File: src/rtl/alu_issue_sched.sv
// Round-robin issue scheduler for the single-cycle ALU: picks one ready RS entry per cycle and holds its result on the CDB until granted.
// Optional macro ALU_ISSUE_PERF_EN adds saturating issue/stall performance counters.
module alu_issue_sched #(
    parameter int NUM_RS    = 4,
    parameter int PAYLOAD_W = 128,
    parameter int IDX_W     = $clog2(NUM_RS)
) (
    input  logic                        clk,
    input  logic                        rst,
    input  logic                        flush,
    input  logic [NUM_RS-1:0]           rs_ready,
    input  logic [NUM_RS*PAYLOAD_W-1:0] rs_payload,
    output logic [NUM_RS-1:0]           rs_grant,
    output logic [PAYLOAD_W-1:0]        alu_payload,
    output logic                        alu_valid,
    output logic [IDX_W-1:0]            alu_idx,
    output logic                        cdb_req,
    input  logic                        cdb_gnt
`ifdef ALU_ISSUE_PERF_EN
    ,
    output logic [31:0]                 perf_issue_cnt,
    output logic [31:0]                 perf_stall_cnt
`endif
);

    logic [PAYLOAD_W-1:0] alu_payload_r;
    logic                 alu_valid_r;
    logic [IDX_W-1:0]     alu_idx_r;
    logic [IDX_W-1:0]     rr_ptr_r;

    logic                 can_issue_s;
    logic                 found_s;
    logic [IDX_W-1:0]     winner_s;
    logic [IDX_W-1:0]     scan_idx_s;
    logic                 issue_s;
    logic [NUM_RS-1:0]    grant_s;

    // Slot is free when nothing is held or the held result leaves this cycle; flush and reset block issue.
    always_comb begin
        can_issue_s = rst && !flush && (!alu_valid_r || cdb_gnt);
    end

    // Rotating priority scan starting at rr_ptr; index arithmetic wraps naturally since NUM_RS is a power of 2.
    always_comb begin
        found_s    = 1'b0;
        winner_s   = {IDX_W{1'b0}};
        scan_idx_s = {IDX_W{1'b0}};
        for (int k = 0; k < NUM_RS; k++) begin
            scan_idx_s = rr_ptr_r + IDX_W'(k);
            if (!found_s && rs_ready[scan_idx_s]) begin
                found_s  = 1'b1;
                winner_s = scan_idx_s;
            end else begin
                found_s  = found_s;
            end
        end
    end

    // One-hot dequeue strobe back to the reservation station.
    always_comb begin
        issue_s = can_issue_s && found_s;
        if (issue_s) begin
            grant_s = {{(NUM_RS-1){1'b0}}, 1'b1} << winner_s;
        end else begin
            grant_s = {NUM_RS{1'b0}};
        end
    end

    // Issue register and round-robin pointer; a new issue replaces a departing result in the same edge.
    always_ff @(posedge clk or negedge rst) begin
        if (!rst) begin
            alu_payload_r <= {PAYLOAD_W{1'b0}};
            alu_valid_r   <= 1'b0;
            alu_idx_r     <= {IDX_W{1'b0}};
            rr_ptr_r      <= {IDX_W{1'b0}};
        end else if (issue_s) begin
            alu_payload_r <= rs_payload[winner_s*PAYLOAD_W +: PAYLOAD_W];
            alu_valid_r   <= 1'b1;
            alu_idx_r     <= winner_s;
            rr_ptr_r      <= winner_s + {{(IDX_W-1){1'b0}}, 1'b1};
        end else if (flush || (alu_valid_r && cdb_gnt)) begin
            alu_valid_r   <= 1'b0;
        end else begin
            alu_valid_r   <= alu_valid_r;
        end
    end

    assign rs_grant    = grant_s;
    assign alu_payload = alu_payload_r;
    assign alu_valid   = alu_valid_r;
    assign alu_idx     = alu_idx_r;
    assign cdb_req     = alu_valid_r;

`ifdef ALU_ISSUE_PERF_EN
    logic [31:0] perf_issue_cnt_r;
    logic [31:0] perf_stall_cnt_r;

    function automatic logic [31:0] sat_inc(input logic [31:0] val);
        if (val == 32'hFFFF_FFFF) begin
            sat_inc = val;
        end else begin
            sat_inc = val + 32'd1;
        end
    endfunction

    // Saturating counters of issued instructions and cycles the result waited for the CDB.
    always_ff @(posedge clk or negedge rst) begin
        if (!rst) begin
            perf_issue_cnt_r <= 32'd0;
            perf_stall_cnt_r <= 32'd0;
        end else begin
            if (issue_s) begin
                perf_issue_cnt_r <= sat_inc(perf_issue_cnt_r);
            end
            if (alu_valid_r && !cdb_gnt) begin
                perf_stall_cnt_r <= sat_inc(perf_stall_cnt_r);
            end
        end
    end

    assign perf_issue_cnt = perf_issue_cnt_r;
    assign perf_stall_cnt = perf_stall_cnt_r;
`endif

endmodule

File: config.mk
export PLATFORM = sky130hd
export DESIGN_NAME = alu_issue_sched
export DESIGN_NICKNAME = d
export VERILOG_FILES = /design/src/rtl/alu_issue_sched.sv
export SDC_FILE = /design/constraint.sdc
export NUM_CORES = 1
export LEC_CHECK = 0
export CAP_MARGIN = 0
export CELL_PAD_IN_SITES_DETAIL_PLACEMENT = 0
export CELL_PAD_IN_SITES_GLOBAL_PLACEMENT = 2
export CORE_AREA = 2 2 256 258
export CTS_BUF_LIST = sky130_fd_sc_hd__clkbuf_8 sky130_fd_sc_hd__clkbuf_16
export CTS_CLUSTER_DIAMETER = 30
export DETAILED_ROUTE_END_ITERATION = 12
export DIE_AREA = 0 0 258 260
export PLACE_DENSITY = 0.63
export SETUP_SLACK_MARGIN = 0.05
export SYNTH_ARGS = -nofsm -noshare
export SYNTH_HDL_FRONTEND = slang
export SYNTH_SLANG_ARGS = --single-unit
File: constraint.sdc
create_clock -name clk -period 3 [get_ports clk]
set_clock_uncertainty 0.2 [all_clocks]
set_input_delay 0.45 -clock clk [delete_from_list [all_inputs] [get_ports clk]]
set_output_delay 0.45 -clock clk [all_outputs]
set_load 0.1 [all_outputs]
==> impl_metrics.json <==
{
  "outcome": "finished, final reports clean",
  "power_frac_comb": 0.676,
  "postRouteAntennaNets": 0,
  "setup_tns_ns": 0,
  "arrival_ns": 2.14,
  "seqCellArea_mm2": 0.003329,
  "synth_warnings": 0,
  "met3_length_um": 2869,
  "ios": 656,
  "grt_use_total": 0.1628,
  "die_w_um": 258,
  "syn_area_mm2": 0.009495,
  "vias_per_cell": 4.233,
  "synth_largest_area_cell": "dfrtp_1",
  "finalNetCount": 2199,
  "final_util": 0.2751,
  "clock_latency_ns": 0.48,
  "drtIter0Drc": 470,
  "yosys.cell_types.count": 31,
  "cts_tree": "done",
  "clock.fmax_mhz": 358.2,
  "clockBufferDepth": 2,
  "top_layer": "met5",
  "seqPwrFrac": 0.182,
  "drc": 0,
  "min_period_over_period": 0.9306,
  "portBuffers": 655,
  "worstMarginPinSlew_ns": 0.9282,
  "drt_first_pass_iters": 4,
  "hold_path_class": "reg2reg",
  "avgSynthCellArea_um2": 9.017,
  "relSlewSlack": 0.3812,
  "syn_to_final_growth_pct": 85.78,
  "fill_cells": 6803,
  "vias": 10790,
  "power_leakage_nw": 7.353,
  "wl_per_cell_um": 21.98,
  "core.rowCount": 93,
  "synth_nets": 1573,
  "p_int_mw": 6.824,
  "cts.clk_slew.worst_paths_ns": 0.07,
  "initial_utilization": 0.1481,
  "antenna_found_initial": 3,
  "wl_met2_um": 29180,
  "setup_viol": 0,
  "cts_sinks": 133,
  "cts-root-buf": "clkbuf_16",
  "drv_slew": 0,
  "h-tree-depth": 4,
  "synth_top_area_share": 0.3505,
  "power_density_mw_per_mm2": 926.2,
  "grt_pass1_vias": 11790,
  "wl_um": 56050,
  "grt-ovfl-total": 0,
  "ys_seq_area_frac": 0.3505,
  "pwr-share-clk": 0.143,
  "die_h_um": 260,
  "synth_seq_cells": 133,
  "ir_drop_v": 0.0005566,
  "grt_pass1_wl_um": 80830,
  "grt_max_degree": 134,
  "start_kind": "input port",
  "max_cap_viol_count": 0,
  "layout-drive-gt1-share": 0.1767,
  "die_area_mm2": 0.06708,
  "final_hold_viol_count": 0,
  "critPathKind": "in2out",
  "end_kind": "primary output",
  "switching_power_mw": 9.515,
  "core_region_area_mm2": 0.06412,
  "rsz0062_at_grt": "false",
  "wl_met1_um": 22860,
  "min_period_ns": 2.792,
  "place.gp.congestion": 0.8474,
  "multi_input_area_mm2": 0.005538,
  "synth_cells": 1053,
  "cp.required_ns": 2.35,
  "path_max_fanout": 4,
  "ys_top_cells_by_area": "dfrtp_1 35%, mux2i_1 14%, a21o_1 10%, o21ai_0 6.9%, nand3_1 6.7%",
  "switching_share": 0.5823,
  "cts_buffers": 17,
  "place_hpwl_um": 41990
}
-- cells in the final DEF, fill, tap and decap left out, drive strengths merged, types with 2 or more instances in the layout --
cell type / instances
nand2b: 2
clkdlybuf4s50: 517
o211ai: 128
nand3: 128
dfrtp: 133
a21oi: 4
o22a: 2
a21o: 129
mux2i: 129
nor2: 5
o22ai: 2
diode: 3
nand2: 136
bufinv: 3
o21ai: 131
clkinv: 3
clkbuf: 18
buf: 203
inv: 6
clkinvlp: 4
-- path summary, 6_finish.rpt --
kind | start | end | slack [ns] | cells after the start
min reg2reg | alu_payload[97] | alu_payload[97] | 0.29 | 2
max | rs_ready[1] | rs_grant[3] | 0.21 | 6
max reg2reg | rr_ptr_r[1] | alu_payload[29] | 0.65 | 8
max in group asynchronous | rst | alu_payload[89] | 1.34 | 3
min | alu_payload[97] | alu_payload[97] | 0.29 | 2
min in group asynchronous | rst | alu_payload[59] | 0.53 | 3
-- synthesized netlist by cell type --
cell / n
nor2_1: 4
o221ai_2: 1
buf_4: 10
o22ai_2: 1
nand3_1: 128
buf_2: 18
a21oi_1: 3
a21oi_4: 1
nand2_1: 136
or4_4: 1
nor2_8: 1
o22a_1: 2
a21boi_0: 1
a21o_1: 129
buf_6: 24
o211ai_2: 45
o21a_1: 1
clkbuf_1: 58
nand2b_4: 1
dfrtp_1: 133
and4b_4: 1
inv_1: 2
mux2i_1: 129
buf_8: 3
xnor2_1: 1
buf_1: 2
nand4b_2: 1
nand2b_1: 1
o22ai_1: 1
o211ai_1: 83
o21ai_0: 131
-- critical path, stage by stage --
cell             delay, ns
clkdlybuf4s50_1       0.46
or4_4                 0.58
and4b_4               0.24
nand2_2               0.14
nor2_1                0.09
buf_12                0.18
-- metrics by stage --
| stage | power [mW] | hold WS [ns] | instance area, µm² | setup slack (ns) | instances |
|---|---|---|---|---|---|
| floorplan | 10.71 | -0.04559 | 9500 | -0.3483 | 1053 |
| global placement | 14.08 | 0.2644 | 16960 | -0.009844 | 2512 |
| detailed placement | 14.10 | 0.2737 | 16960 | -0.02581 | 2512 |
| CTS | 16.57 | 0.2906 | 17630 | 0.1144 | 2547 |
| global route | 17.07 | 0.3161 | 17640 | 0.1081 | 2549 |
| finish | 16.34 | 0.2866 | 17640 | 0.2082 | 2550 |
-- logic make-up (layout without fill, tap and decap cells) --
kind of cell	count (synthesis)	after routing	synth area share
AO/OA/AOI/OAI	399	399	0.3062
AND/OR/NAND/NOR	274	274	0.1312
flip-flops	133	133	0.3505
multiplexers	129	129	0.1360
buffers and inverters	117	756	0.07511
XOR/XNOR	1	1	0.0009226
other	0	3	0
-- power by group through the flow --
stage               combinational, mW  sequential (mW)  clock (mW)
floorplan                        2.65             8.07           0
global placement                 11.1             2.98           0
detailed placement               11.1             3.00           0
CTS                              11.2             2.97        2.43
global route                     11.5             3.06        2.49
finish                           11.0             2.97        2.33
-- cell type report --
class,instances,area share
diodes,3,0.0004256
well taps,855,0.06064
multi-input cells,803,0.3139
clock buffers,18,0.02490
flip-flops and latches,133,0.1887
repair buffers,722,0.4011
clock inverters,14,0.009859
inverters,2,0.0004256
-- layer usage --
layer  GRT usage  vias to the layer above
met5           0                        -
met4     0.04994                        2
met3     0.03674                       53
met2      0.2920                      322
met1      0.1923                     5286
li1            -                     5130
-- sequential cells by signal (all words and copies together), names as in the netlist --
name	count
alu_valid	1
alu_idx	2
rr_ptr_r	2
alu_payload	128
-- repair_timing --
action | CTS | global route
hold buffers | 1 | 0
gates cloned | 0 | 0
hold endpoints to repair | 35 | 0
setup buffers | 2 | 0
gates resized for setup | 6 | 2
setup endpoints to repair | 4 | 1
Note: power is estimated with default switching activity, not from simulation.
